**src/rtl/mmio_bus_arbiter.sv**
```systemverilog
// mmio_bus_arbiter: two-master bus arbiter with bounded bursts, one-hot slave decode
// and a one-deep read-return pipeline that routes late slave data back to its issuer.
module mmio_bus_arbiter #(
  parameter logic [31:0] BRAM_BASE = 32'h0000_0000,
  parameter logic [31:0] BRAM_TOP  = 32'h0000_01FF,
  parameter logic [31:0] GPIO_BASE = 32'hFFFF_FFF0,
  parameter logic [31:0] GPIO_TOP  = 32'hFFFF_FFF3,
  parameter logic [31:0] UART_BASE = 32'hFFFF_FFF4,
  parameter logic [31:0] UART_TOP  = 32'hFFFF_FFF7,
  parameter int          MAX_BURST = 4
) (
  input  logic        clk,
  input  logic        reset,
  input  logic        m0Req,
  input  logic        m1Req,
  input  logic [31:0] m0Address,
  input  logic [31:0] m1Address,
  input  logic [31:0] m0WriteData,
  input  logic [31:0] m1WriteData,
  input  logic        m0Write,
  input  logic        m1Write,
  input  logic [3:0]  m0ByteMask,
  input  logic [3:0]  m1ByteMask,
  output logic        m0Gnt,
  output logic        m1Gnt,
  output logic        m0Done,
  output logic        m1Done,
  output logic [31:0] m0ReadData,
  output logic [31:0] m1ReadData,
  output logic [31:0] slvAddress,
  output logic [31:0] slvWriteData,
  output logic [3:0]  slvByteMask,
  output logic        slvWrite,
  output logic [2:0]  slvSel,
  input  logic [31:0] bramReadData,
  input  logic [31:0] gpioReadData,
  input  logic [31:0] uartReadData,
  output logic        decodeErr
);
  localparam logic [1:0] IDLE = 2'd0;
  localparam logic [1:0] OWN0 = 2'd1;
  localparam logic [1:0] OWN1 = 2'd2;
  localparam logic [3:0] MB = 4'(MAX_BURST);
  logic [1:0] state_q, state_d, oth_st;
  logic [3:0] burst_q, burst_d, cnt;
  logic last_q, last_d;
  logic rd_valid_q, rd_owner_q, rd_write_q;
  logic [2:0] rd_sel_q, sel;
  logic own, owner, own_req, oth_req, acc, wr;
  logic [31:0] rd_data;
  // Offset compare keeps windows inclusive without a constant-zero lower bound check.
  function automatic logic in_win(logic [31:0] a, logic [31:0] b, logic [31:0] t);
    return (a - b) <= (t - b);
  endfunction
  assign own = state_q != IDLE;
  assign owner = state_q == OWN1;
  assign own_req = owner ? m1Req : m0Req;
  assign oth_req = owner ? m0Req : m1Req;
  assign acc = own & own_req;
  assign wr = owner ? m1Write : m0Write;
  assign oth_st = owner ? OWN0 : OWN1;
  assign m0Gnt = state_q == OWN0;
  assign m1Gnt = state_q == OWN1;
  assign slvAddress = own ? (owner ? m1Address : m0Address) : '0;
  assign slvWriteData = own ? (owner ? m1WriteData : m0WriteData) : '0;
  assign slvByteMask = own ? (owner ? m1ByteMask : m0ByteMask) : '0;
  assign sel = in_win(slvAddress, BRAM_BASE, BRAM_TOP) ? 3'b001 :
               in_win(slvAddress, GPIO_BASE, GPIO_TOP) ? 3'b010 :
               in_win(slvAddress, UART_BASE, UART_TOP) ? 3'b100 : 3'b000;
  assign slvSel = acc ? sel : 3'b000;
  assign slvWrite = acc & wr & (|sel);
  // Saturate at the limit so a long uncontested burst hands over as soon as the other asks.
  assign cnt = burst_q + {3'b000, acc && burst_q != MB};
  assign state_d = !own ? ((m0Req & m1Req) ? (last_q ? OWN0 : OWN1) :
                           m0Req ? OWN0 : m1Req ? OWN1 : IDLE) :
                   !own_req ? (oth_req ? oth_st : IDLE) :
                   (oth_req && cnt >= MB) ? oth_st : state_q;
  assign burst_d = state_d != state_q ? 4'd0 : cnt;
  assign last_d = (own && state_d != state_q) ? owner : last_q;
  always_ff @(posedge clk) begin
    if (reset) begin
      state_q <= IDLE;
      burst_q <= '0;
      last_q <= 1'b1;
      rd_valid_q <= 1'b0;
      rd_owner_q <= 1'b0;
      rd_write_q <= 1'b0;
      rd_sel_q <= '0;
    end else begin
      state_q <= state_d;
      burst_q <= burst_d;
      last_q <= last_d;
      rd_valid_q <= acc;
      rd_owner_q <= owner;
      rd_write_q <= wr;
      rd_sel_q <= slvSel;
    end
  end
  assign rd_data = rd_write_q ? '0 : rd_sel_q[0] ? bramReadData :
                   rd_sel_q[1] ? gpioReadData : rd_sel_q[2] ? uartReadData : '0;
  assign m0Done = rd_valid_q & ~rd_owner_q;
  assign m1Done = rd_valid_q & rd_owner_q;
  assign m0ReadData = m0Done ? rd_data : '0;
  assign m1ReadData = m1Done ? rd_data : '0;
  assign decodeErr = rd_valid_q & ~(|rd_sel_q);
endmodule

```
**config.mk**
```make
export PLATFORM = sky130hd
export DESIGN_NAME = mmio_bus_arbiter
export DESIGN_NICKNAME = d
export VERILOG_FILES = /design/src/rtl/mmio_bus_arbiter.sv
export SDC_FILE = /design/constraint.sdc
export NUM_CORES = 1
export LEC_CHECK = 0
export CAP_MARGIN = 25
export CORE_AREA = 5 5 146 148
export DETAILED_ROUTE_END_ITERATION = 10
export DIE_AREA = 0 0 151 153
export DONT_BUFFER_PORTS = 1
export SKIP_CTS_REPAIR_TIMING = 1
export SLEW_MARGIN = 15
export SYNTH_ARGS = -nofsm -noshare
export SYNTH_HDL_FRONTEND = slang
export SYNTH_SLANG_ARGS = --single-unit
```
**constraint.sdc**
```tcl
create_clock -name clk -period 9.6 [get_ports clk]
set_input_delay 1.44 -clock clk [delete_from_list [all_inputs] [get_ports clk]]
set_output_delay 1.44 -clock clk [all_outputs]
set_load 0.01 [all_outputs]
```
# After elaboration in Yosys (flattened, before gate mapping)
# Index checks and enable logic that the tools add are counted.
[classes]
add_sub_neg = 3
order_cmp = 4
eq_ne = 4
muxes = 28
n_bitwise = 9
n_reduce_logical = 7
[op_table]
columns = ["cell", "n"]
rows = [
  ["$mux 32", 10],
  ["$le 32x2->1 const B", 2],
  ["$sub 32x32->32 const B", 2],
  ["$le 32x9->1 const B", 1],
  ["$mux 2", 9],
  ["$mux 3", 4],
  ["$mux 4", 2],
  ["$and 1x1->1", 7],
  ["$reduce_or 3->1", 2],
  ["$add 4x1->4", 1],
  ["$ge 4x3->1 const B", 1],
  ["$ne 4x3->1 const B", 1],
  ["$logic_and 1x1->1", 3],
  ["$mux 1", 3],
  ["$eq 2x1->1 const B", 1],
  ["$eq 2x2->1 const B", 1],
  ["$ne 2x2->1", 1],
  ["$not 1->1", 2],
  ["$reduce_bool 2->1", 1],
  ["$reduce_or 2->1", 1],
]
[totals]
regBits = 13
in_bits = 238
word_cells = 62

# Logic depth before layout (Yosys ltp)
# Gate-level depths: netlist of the first run.
[depth]
depth_word = 12
ltp_mapped = 18

# Worst setup path after synthesis of the first run
# No wires, ideal clock.
[synth_path]
path_kind = "input to output"
start = "input port m1Address[4]"
end = "output port slvWrite"
arrival_time_ps = 4142
required_ps = 8160
setup_slack_ps = 4018
stages = 9
path_cell_list = "nand3b_1 -> a222oi_1 -> and2_1 -> buf_2 -> nand4_1 -> xnor2_1 -> or4b_1 -> or4_4 -> a311oi_2"
[synth_via]
elab_chain_cells = 9
elab_cells_between_ends = 12
cone_classes = "add/sub: 2; order compare: 3; mux: 5; bitwise: 1; reduce/logical: 1"
[synth_lines]
columns = ["item", "line", "source"]
rows = [
  ["start: declaration", "17", "input logic [31:0] m1Address,"],
  ["$mux 32 (*) (2 in a row)", "64", "assign slvAddress = own ? (owner ? m1Address : m0Address) : '0;"],
  ["$sub 32x32->32", "53", "return (a - b) <= (t - b);"],
  ["$le 32x2->1", "53", ""],
  ["$mux 3", "69", "in_win(slvAddress, UART_BASE, UART_TOP) ? 3'b100 : 3'b000;"],
  ["$mux 3", "68", "in_win(slvAddress, GPIO_BASE, GPIO_TOP) ? 3'b010 :"],
  ["$mux 3 (*)", "67", "assign sel = in_win(slvAddress, BRAM_BASE, BRAM_TOP) ? 3'b001 :"],
  ["$reduce_or 3->1 (*)", "71", "assign slvWrite = acc & wr & (|sel);"],
  ["$and 1x1->1 (*)", "71", ""],
  ["end: declaration", "33", "output logic slvWrite,"],
]
# Every way passes the cells marked *; elsewhere a longest branch is shown, timed or not.

# Worst setup path in the final report of the first run
[layout_path]
start = "input port m0Address[14]"
end = "output port slvWrite"
[layout_via]
elab_chain_cells = 9
elab_cells_between_ends = 12
cone_classes = "add/sub: 2; order compare: 3; mux: 5; bitwise: 1; reduce/logical: 1"
[layout_lines]
columns = ["item", "line", "source"]
rows = [
  ["start: declaration", "16", "input logic [31:0] m0Address,"],
  ["$mux 32 (*) (2 in a row)", "64", ""],
  ["$sub 32x32->32", "53", ""],
  ["$le 32x2->1", "53", ""],
  ["$mux 3", "69", ""],
  ["$mux 3", "68", ""],
  ["$mux 3 (*)", "67", ""],
  ["$reduce_or 3->1 (*)", "71", ""],
  ["$and 1x1->1 (*)", "71", ""],
]
# Marks and branches as above.

==> impl_summary.md, run 1 <==
Floorplan
The floorplan die area is ~23000 sq um. The initial utilization of the core area, before any placement, comes to 20.0%. The region available for standard cell placement spans 19900 sq um. The floorplan has 52 rows. The die extent in x is about 150 um.

The top-level port count is 379. The die is between 150 and 200 um tall.

Clock network
CTS placed an instance of sky130_fd_sc_hd__clkbuf_16 at the clock tree root. The source-to-sink clock delay at the later pin of the worst-skew pair is about 0.24 ns. The CTS clock-pin slew for the worst setup and hold paths is about 0.05 ns. TritonCTS built the clock tree.

The number of sinks driven by the clock tree is 13. In this run the number of H-tree levels came out at 1. The number of CTS-inserted buffers is 3. The clock passes through at most 2 buffers.

Timing
The number of pins exceeding their max-slew limit in the final report came to 0. The transition time at the pin with the least slew margin is 1.08 ns. The final-layout worst hold slack is roughly 0.46 ns. The maximum achievable frequency is 0.165 GHz.

The max-slew headroom at the worst pin is roughly 28%. The count of endpoints failing setup in the final report is 0. The final total negative setup slack is 0 ns. The setup clock skew after layout is just under 0.004 ns. The total count of hold-check failures in the final report was 0. Setup repair after global routing left no endpoint under its margin.

After layout, the minimum clock period comes to ~6 ns. The final critical path takes up a little over three fifths of the cycle.

Synth
The sequential-to-total area share from yosys stat is approximately 6.5%. The synthesized design contains 13 register bits. A synthesized cell averages between 6 and 7 sq um. The cell area that synthesis handed to floorplanning was 3980 sq um. Yosys printed 0 warnings.

The count of mapped cells out of synthesis is 641. The synthesized net count is roughly 900. The flip-flop cell with the highest count after synthesis is sky130_fd_sc_hd__dfxtp_1. The number of distinct library cell variants in the gate-level netlist after synthesis is 66.

Yosys mapped a number of flops with a built-in enable equal to 0. For this run, asynchronously set or reset flops after synthesis account for 0%.

Drt
The routed length per instance is roughly 25 um. The via total after detailed routing is 5135. For this run, the detailed router's first-pass iteration total came to 5. After detailed routing, the number of remaining DRC violations is 0. For this block, the routed nets add up to ~22 mm of wire.

After the first detailed-routing iteration, the DRC count stood at ~440. The count of nets left with antenna violations once routing finished came out at 0. The average vias per placed instance is slightly below 6.

Critical path
STA classifies the critical path startpoint as an input port. The critical path data required time is just over 8 ns. The peak fanout along the critical path is 7. The worst setup path is of the in2out kind.

STA classifies the critical path endpoint as an output port. The arrival time at the worst endpoint is 4.62 ns.

Layout
The finished cells cover approximately 4300 sq um. The fraction of final layout cells sized beyond drive strength 1 is under 10%. Compared with the post-synthesis result, the final layout area differs by 6.78%. The layout net count is about 840.

Power
The analysis attributes to cell leakage a power of approximately 0.0013 uW. The worst-case IR drop observed on VDD is between 0.04 and 0.05 mV. The internal power summed over all cells is ~150 uW. The switching fraction of total power is roughly 44%. Per report_power, the combinational group accounts for around 47% of the total. The net switching component of the power is around 120 uW. The clock network power share is between 20% and 30%. Registers are responsible for approximately a quarter of the overall power. Dividing total power by cell area gives a power density of approximately 64 nW/um^2.

Global routing
Across every metal layer, demand over resource in global routing totals 16.9%. The first global-routing pass estimated ~30 mm of wire. After global routing the overflow that remains totals 0. The largest net degree at the start of global routing is around 100.

The initial antenna violation count came to 4. The number of global-route vias before repair is 4658.

Placement
The HPWL reported at the end of detailed placement is around 19 mm. During placement, the flow inserted port buffers numbering 0. The post-placement cell area is 4170 sq um. The weighted congestion at the end of routability-driven global placement is roughly 0.9.

Min path
The worst hold path belongs to the class reg2reg.

Job
The number of maximum-capacitance violations is 0.

Run status
The run finished with clean final reports.
## synth_stat cells, types with 3 or more instances
library cell               number  share of area (%)
sky130_fd_sc_hd__nor2_1        95                9.0
sky130_fd_sc_hd__nand2_1       77                7.3
sky130_fd_sc_hd__clkbuf_1      43                4.1
sky130_fd_sc_hd__a22o_1        42                9.2
sky130_fd_sc_hd__inv_1         40                3.8
sky130_fd_sc_hd__a211o_1       34                7.5
sky130_fd_sc_hd__nand3_1       33                4.1
sky130_fd_sc_hd__a221oi_1      31                6.8
sky130_fd_sc_hd__o21ai_0       23                2.9
sky130_fd_sc_hd__a22oi_1       17                3.2
sky130_fd_sc_hd__nand4b_1      16                3.5
sky130_fd_sc_hd__a21oi_1       14                1.8
sky130_fd_sc_hd__nor3_1        14                1.8
sky130_fd_sc_hd__dfxtp_1       13                6.5
sky130_fd_sc_hd__nand4_1       11                1.7
sky130_fd_sc_hd__nand3b_1      10                1.9
sky130_fd_sc_hd__and3_1         9                1.4
sky130_fd_sc_hd__o21ai_1        7               0.88
sky130_fd_sc_hd__xnor2_1        6                1.3
sky130_fd_sc_hd__buf_2          5               0.63
sky130_fd_sc_hd__xor2_1         5                1.1
sky130_fd_sc_hd__a211oi_1       4               0.75
sky130_fd_sc_hd__a31oi_1        4               0.63
sky130_fd_sc_hd__and2_1         4               0.63
sky130_fd_sc_hd__buf_1          4               0.38
sky130_fd_sc_hd__buf_6          4                1.1
sky130_fd_sc_hd__mux2i_1        4                1.0
sky130_fd_sc_hd__nand2b_1       4               0.63
sky130_fd_sc_hd__o211ai_1       4               0.75
sky130_fd_sc_hd__a222oi_1       3               0.75
sky130_fd_sc_hd__a41oi_1        3               0.66
sky130_fd_sc_hd__and4_1         3               0.66
sky130_fd_sc_hd__nor2b_1        3               0.47
sky130_fd_sc_hd__nor4_1         3               0.47
sky130_fd_sc_hd__nor4b_1        3               0.66
sky130_fd_sc_hd__o21a_1         3               0.57
sky130_fd_sc_hd__o22ai_1        3               0.47
sky130_fd_sc_hd__or4_1          3               0.57
## layer usage
layer / global-route usage [%] / routed length (um) / up-vias
met5: 0 / 10 / -
met4: 4.62 / 568 / 2
met3: 4.53 / 2360 / 24
met2: 30.4 / 10900 / 375
met1: 19.6 / 8110 / 2394
li1: - / - / 2340
## layout make-up
| class | count | area (sq um) |
|---|---|---|
| diodes | 2 | 5.00 |
| clock buffers | 4 | 78.8 |
| fillers | 2289 | 15700 |
| inverters | 41 | 154 |
| multi-input cells | 529 | 3310 |
| flip-flops and latches | 13 | 267 |
| well taps | 270 | 338 |
| repair buffers | 11 | 101 |
## logic make-up after synthesis
| group | share of synthesized area (%) |
|---|---|
| adders and majority gates | 0.628 |
| buffers and inverters | 10.4 |
| xor gates and xnor gates | 2.42 |
| muxes | 1.57 |
| and+or+nand+nor | 37.8 |
| DFF | 6.53 |
| AOI/OAI and AO/OA | 40.6 |
## worst max-delay path, stage by stage
cell and delay, ns:
sky130_fd_sc_hd__nand3_1 0.16, sky130_fd_sc_hd__a222oi_1 0.92, sky130_fd_sc_hd__and3_1 0.40, sky130_fd_sc_hd__a31oi_1 0.11, sky130_fd_sc_hd__or4b_1 0.55, sky130_fd_sc_hd__or4_4 0.56, sky130_fd_sc_hd__a311oi_2 0.47
## sequential cells by signal, summed over array words and instances (netlist names)
signal,count
rd_write_q,1
burst_q,4
rd_valid_q,1
rd_owner_q,1
state_q,2
rd_sel_q,3
last_q,1
## final timing paths
| check | startpoint | endpoint | slack, ns | cells after the start |
|---|---|---|---|---|
| worst max-delay path | m0Address[14] | slvWrite | 3.54 | 7 |
| worst min register to register | last_q | last_q | 0.46 | 1 |
| worst min-delay path | last_q | last_q | 0.46 | 1 |
| worst max register to register | state_q[0] | rd_sel_q[2] | 5.40 | 9 |
## cell usage in the layout (no fill, tap or decap), types with 4 or more instances in the layout
master                     count
sky130_fd_sc_hd__dfxtp_1      10
sky130_fd_sc_hd__mux2i_1       4
sky130_fd_sc_hd__nand2b_1      4
sky130_fd_sc_hd__nand4_1      11
sky130_fd_sc_hd__nor2_1       95
sky130_fd_sc_hd__o21ai_1       7
sky130_fd_sc_hd__xor2_1        5
sky130_fd_sc_hd__a31oi_1       4
sky130_fd_sc_hd__nor3_1       14
sky130_fd_sc_hd__a211oi_1      4
sky130_fd_sc_hd__a21oi_1      14
sky130_fd_sc_hd__xnor2_1       6
sky130_fd_sc_hd__a22o_1       42
sky130_fd_sc_hd__and3_1        9
sky130_fd_sc_hd__a221oi_1     31
sky130_fd_sc_hd__a211o_1      34
sky130_fd_sc_hd__nand3_1      33
sky130_fd_sc_hd__o211ai_1      4
sky130_fd_sc_hd__buf_4         8
sky130_fd_sc_hd__o21ai_0      23
sky130_fd_sc_hd__nand2_1      77
sky130_fd_sc_hd__a22oi_1      17
sky130_fd_sc_hd__and2_1        4
sky130_fd_sc_hd__nand3b_1     10
sky130_fd_sc_hd__nand4b_1     16
sky130_fd_sc_hd__inv_1        40
## metrics by stage
stage          total power, uW  util [%]  setup slack (ns)  instances
2_1_floorplan              159         -              4.02        641
3_3_place_gp               193      20.7              3.60        861
3_5_place_dp               194      20.9              3.56        864
4_1_cts                    276      21.3              3.56        868
5_1_grt                    290      21.4              3.15        870
6_report                   274      21.4              3.54        870
## power by group through the flow
stage | registers [uW] | logic [uW] | clock network (uW)
2_1_floorplan | 58.1 | 101 | 0
3_3_place_gp | 66.4 | 127 | 0
3_5_place_dp | 64.8 | 129 | 0
4_1_cts | 63.7 | 130 | 83.1
5_1_grt | 65.0 | 139 | 85.9
6_report | 63.9 | 129 | 80.8
(Power assumes the default switching activity.)
==> run 2, diff against run 1 <==
--- a/config.mk
+++ b/config.mk
@@ -5,10 +5,11 @@
 export SDC_FILE = /design/constraint.sdc
 export NUM_CORES = 1
 export LEC_CHECK = 0
+export ABC_AREA = 1
 export CAP_MARGIN = 25
-export CORE_AREA = 5 5 146 148
+export CORE_AREA = 5 5 143 145
 export DETAILED_ROUTE_END_ITERATION = 10
-export DIE_AREA = 0 0 151 153
+export DIE_AREA = 0 0 148 150
 export DONT_BUFFER_PORTS = 1
 export SKIP_CTS_REPAIR_TIMING = 1
 export SLEW_MARGIN = 15
==> constraint.sdc (replaced) <==
create_clock -name clk -period 4.86 [get_ports clk]
set_input_delay 0.729 -clock clk [delete_from_list [all_inputs] [get_ports clk]]
set_output_delay 0.729 -clock clk [all_outputs]
set_load 0.01 [all_outputs]
==> run 2 against run 1 <==
Total power increased to 3.1 times the previous value. Non-clock buffer count increased by 1. Die area decreased by 3.9%. Setup slack got worse by 2.9 ns. Sequential power increased by 99%. Via count increased by 19%. Combinational power increased to 4.3 times the previous value. Largest cell class unchanged. Largest power group unchanged.
==> impl_summary.md, run 2 <==
Run status
The flow ran to the end, and the final reports show no timing, DRC or antenna violations.

Synth
The count of flip-flops with a built-in enable after synthesis is 0 (unchanged). The number of warning messages in the yosys log is 0 (unchanged). By count the netlist is led by 233 x sky130_fd_sc_hd__nand2_1, 147 x sky130_fd_sc_hd__nor2_1, 94 x sky130_fd_sc_hd__nand3_1, 73 x sky130_fd_sc_hd__inv_1, 41 x sky130_fd_sc_hd__a21oi_1.

The synthesized area divided by synthesized cell count is 5.29 sq um (-15%). The mapped cell area is 4680 sq um (+18%). In the post-synthesis netlist, the cell with the most instances is sky130_fd_sc_hd__nand2_1. The count of mapped cells out of synthesis came to 885 (+38%). The top-area cell type share of the netlist area was 18.7% (+9.4 points). For this run, the leading register cell type out of synthesis is sky130_fd_sc_hd__dfxtp_1. The cell type contributing the most total cell area after synthesis is sky130_fd_sc_hd__nand2_1.

The synthesized net count is 1125 (+28%). The fraction of registers with async set or reset after synthesis is 0% (unchanged). The sequential-to-total area share from yosys stat came to 5.56% (-0.97 points). By area the synthesized netlist is led by sky130_fd_sc_hd__nand2_1 19%, sky130_fd_sc_hd__nor2_1 12%, sky130_fd_sc_hd__nand3_1 10%.

The number of storage elements in the synthesis netlist was 13 (unchanged). The number of distinct library cell variants in the gate-level netlist after synthesis is 38 (-42%).

Layout
The sequential cell area is 263 sq um (-1.4%). The multi-input gate area in the final layout is 3850 sq um (+16%). The library cells used most frequently in the layout, excluding fill and tap cells, are 233 x sky130_fd_sc_hd__nand2_1, 147 x sky130_fd_sc_hd__nor2_1, 94 x sky130_fd_sc_hd__nand3_1. The synthesis-to-finish area growth is 5.59%. Leaving out fill and tap cells, the most frequent cell in the layout is sky130_fd_sc_hd__nand2_1. In the final layout, the registers with the most flip-flops are burst_q: 4 flops, rd_sel_q: 3 flops, state_q: 2 flops. The flip-flop count of the largest register after layout was 4 (unchanged). The layout net count came to 1094 (+30%). The post-layout utilization of the core is 25.9% (+4.5 points).

The number of fillers in the final layout came to 2166 (-5.4%). The fraction of final layout cells sized beyond drive strength 1 came to 12.8% (+8.1 points). The register with the most flip-flops in the final layout is burst_q.

Timing
The transition time at the pin with the least slew margin was 0.920 ns (-0.156 ns). The max-slew headroom at the worst pin was 38.6% (+11 points). The final total negative setup slack came to 0 ns (unchanged). The least setup slack across all paths after layout was 0.628 ns (-2.92 ns). The total count of hold-check failures in the final report is 0 (unchanged).

The number of pins exceeding their max-slew limit in the final report is 0 (unchanged). The count of endpoints failing setup in the final report came to 0 (unchanged). The final cycle utilization of the critical path is slightly below 90%. Setup repair after global routing left no endpoint under its margin.

The maximum achievable frequency is 0.236 GHz. The setup clock skew after layout came to 0.000615 ns (-0.00324 ns). The worst path in the final design needs a cycle of approximately 4.2 ns, including I/O delays and setup.

Min path
The worst hold path terminates at last_q. The number of cells traversed by the worst hold path came to 2 (+1). The path class of the tightest hold or removal check is reg2reg. In this run the most critical hold path is launched from last_q.

Clock network
The buffer levels on the longest clock path was 2 (unchanged). The number of sinks driven by the clock tree is 13 (unchanged). The source-to-sink clock delay at the later pin of the worst-skew pair is 0.24 ns (about the same). The number of CTS-inserted buffers is 3 (unchanged). CTS placed an instance of sky130_fd_sc_hd__clkbuf_16 at the clock tree root.

The CTS clock-pin slew for the worst setup and hold paths is 0.04 ns (about the same). The number of H-tree branching levels is 1 (unchanged). The TritonCTS clock tree is built.

Floorplan
The top-level port count is 379 (unchanged). The floorplan die area was 22200 sq um (-3.9%). The effective utilization at floorplan was 24.5% (+4.5 points).

The count of standard-cell rows is 51 (-1.9%). The area inside the core boundary came to 19100 sq um (-4.2%). The die extent in x came to 148 um (-2.0%). The die height was 150 um (-2.0%).

Critical path
Among cell families on the critical path, the largest total delay comes from simple AND/OR/NAND/NOR gates. The startpoint class of the critical path is a flip-flop. The endpoint class of the critical path is an output port. The delay of the slowest cell on the worst path was 0.68 ns (-0.24 ns). The end of the worst register-to-register path is burst_q[1]. The signal on the critical path passes through nand3_1, nand2_1, nand2_1, nor2_2, nand2_1, nor2_1, nand3_1, nand2_1, nand4_1, nor2_1, nand3_1, nand2_1, nor2_1, nor2_1. The arrival time at the worst endpoint is 3.50 ns (-1.12 ns). The worst setup path is of the reg2out kind. The beginning of the worst register-to-register path is state_q[1]. The number of cell instances on the worst register-to-register path is 21 (+12). The most frequent cell on the critical path is sky130_fd_sc_hd__nand2_1.

The flop-to-flop setup slack came to 1.42 ns (-3.98 ns). The number of buffers and inverters on the critical path is 0 (unchanged). The slowest stage of the critical path belongs to the cell sky130_fd_sc_hd__dfxtp_2. The critical path data required time is 4.13 ns (-4.03 ns).

The peak fanout along the critical path came to 22 (+15).

Placement
The weighted congestion at the end of routability-driven global placement is 1.05 (+16%). The minimum setup slack after placement is 0.890 ns (-2.67 ns). The HPWL reported at the end of detailed placement came to 23.5 mm (+25%). The number of input and output port buffers inserted is 0 (unchanged).

Global routing
The final global-route overflow total is 0 (unchanged). The initial antenna violation count was 10 (+6). The global-route usage over all layers is 22.0% (+5.1 points). The largest net degree at the start of global routing is 41 (-59%). The number of global-route vias before repair was 5533 (+19%).

The global-route wire length before repair is 36.7 mm (+22%).

Drt
The average vias per placed instance came to 5.62 (-4.8%). The post-detailed-route count of antenna-violating nets was 0 (unchanged). The routed wire length came to 27.1 mm (+24%). The number of design rule violations left after detail routing was 0 (unchanged).

The starting DRC count in detailed routing came to 493 (+13%). The detailed-routing iteration count for the pre-antenna-repair pass was 6 (+1). The via total after detailed routing is 6136 (+19%). The routed length per instance was 24.9 um (-1.6%).

Power
The leakage dissipation is 0.00196 uW (+47%). The worst ir drop on vdd is 0.103 mV (+110%). The areal power density over the cells is 170 nW/um^2 (+160%).

Job
The number of maximum-capacitance violations is 0 (unchanged).
-- run 2: changes by cell type after synthesis, moves of 33 or more --
cell	before	now
sky130_fd_sc_hd__nor2_1	95	147
sky130_fd_sc_hd__inv_1	40	73
sky130_fd_sc_hd__nand3_1	33	94
sky130_fd_sc_hd__nand2_1	77	233
sky130_fd_sc_hd__a211o_1	34	0
-- run 2: routing by layer --
metal / track usage, % / up-vias / wire, um
met5: 0 / - / 127
met4: 7.44 / 18 / 1040
met1: 25.1 / 2828 / 9950
li1: - / 2877 / -
met3: 11.1 / 72 / 3600
met2: 35.6 / 341 / 12400
-- run 2: area by class of cell --
type / instances / area share, %
well taps: 238 / 6.02
repair buffers: 12 / 2.78
multi-input cells: 742 / 77.9
flip-flops and latches: 13 / 5.32
inverters: 82 / 6.33
clock buffers: 4 / 1.59
diodes: 1 / 0.0506
-- run 2: how the worst max path moves through the flow --
stage | startpoint | to | slack, ns | depth (start not counted)
2_1_floorplan | m1Address[2] | slvSel[2] | 1.81 | 14
3_3_place_gp | state_q[1] | slvSel[2] | 0.85 | 14
3_5_place_dp | state_q[1] | slvSel[2] | 0.89 | 14
4_1_cts | state_q[1] | slvSel[2] | 0.64 | 14
5_1_grt | state_q[0] | slvWrite | 0.39 | 17
6_report | state_q[1] | slvWrite | 0.63 | 14
-- run 2: per-stage QoR --
step	hold slack (ns)	cell area (sq um)	power, uW	std cells
after CTS	0.469	4890	836	1089
after floorplan	0.443	4680	546	885
after global routing	0.493	4940	895	1092
after detailed placement	0.464	4810	680	1085
final	0.468	4940	839	1092
after global placement	0.464	4790	682	1084
-- run 2: cells by family after synthesis --
kind of cell,after synthesis,share of synthesized area (%)
AOI/OAI and AO/OA,135,19.4
xor gates and xnor gates,9,1.68
adders and majority gates,2,0.534
buffers and inverters,130,12.2
DFF,13,5.56
muxes,1,0.214
and+or+nand+nor,595,60.4
-- run 2: report_power, final --
group | internal [uW] | switching (uW) | total, uW
clock network | 110 | 43.8 | 154
logic | 146 | 412 | 558
registers | 114 | 13.0 | 127
total | 370 | 469 | 839
-- run 2: worst min-delay path, delay by kind of cell, from the launching register on --
kind	cells	cell delay, ns
flip-flops	1	0.31
AND/OR/NAND/NOR	2	0.10
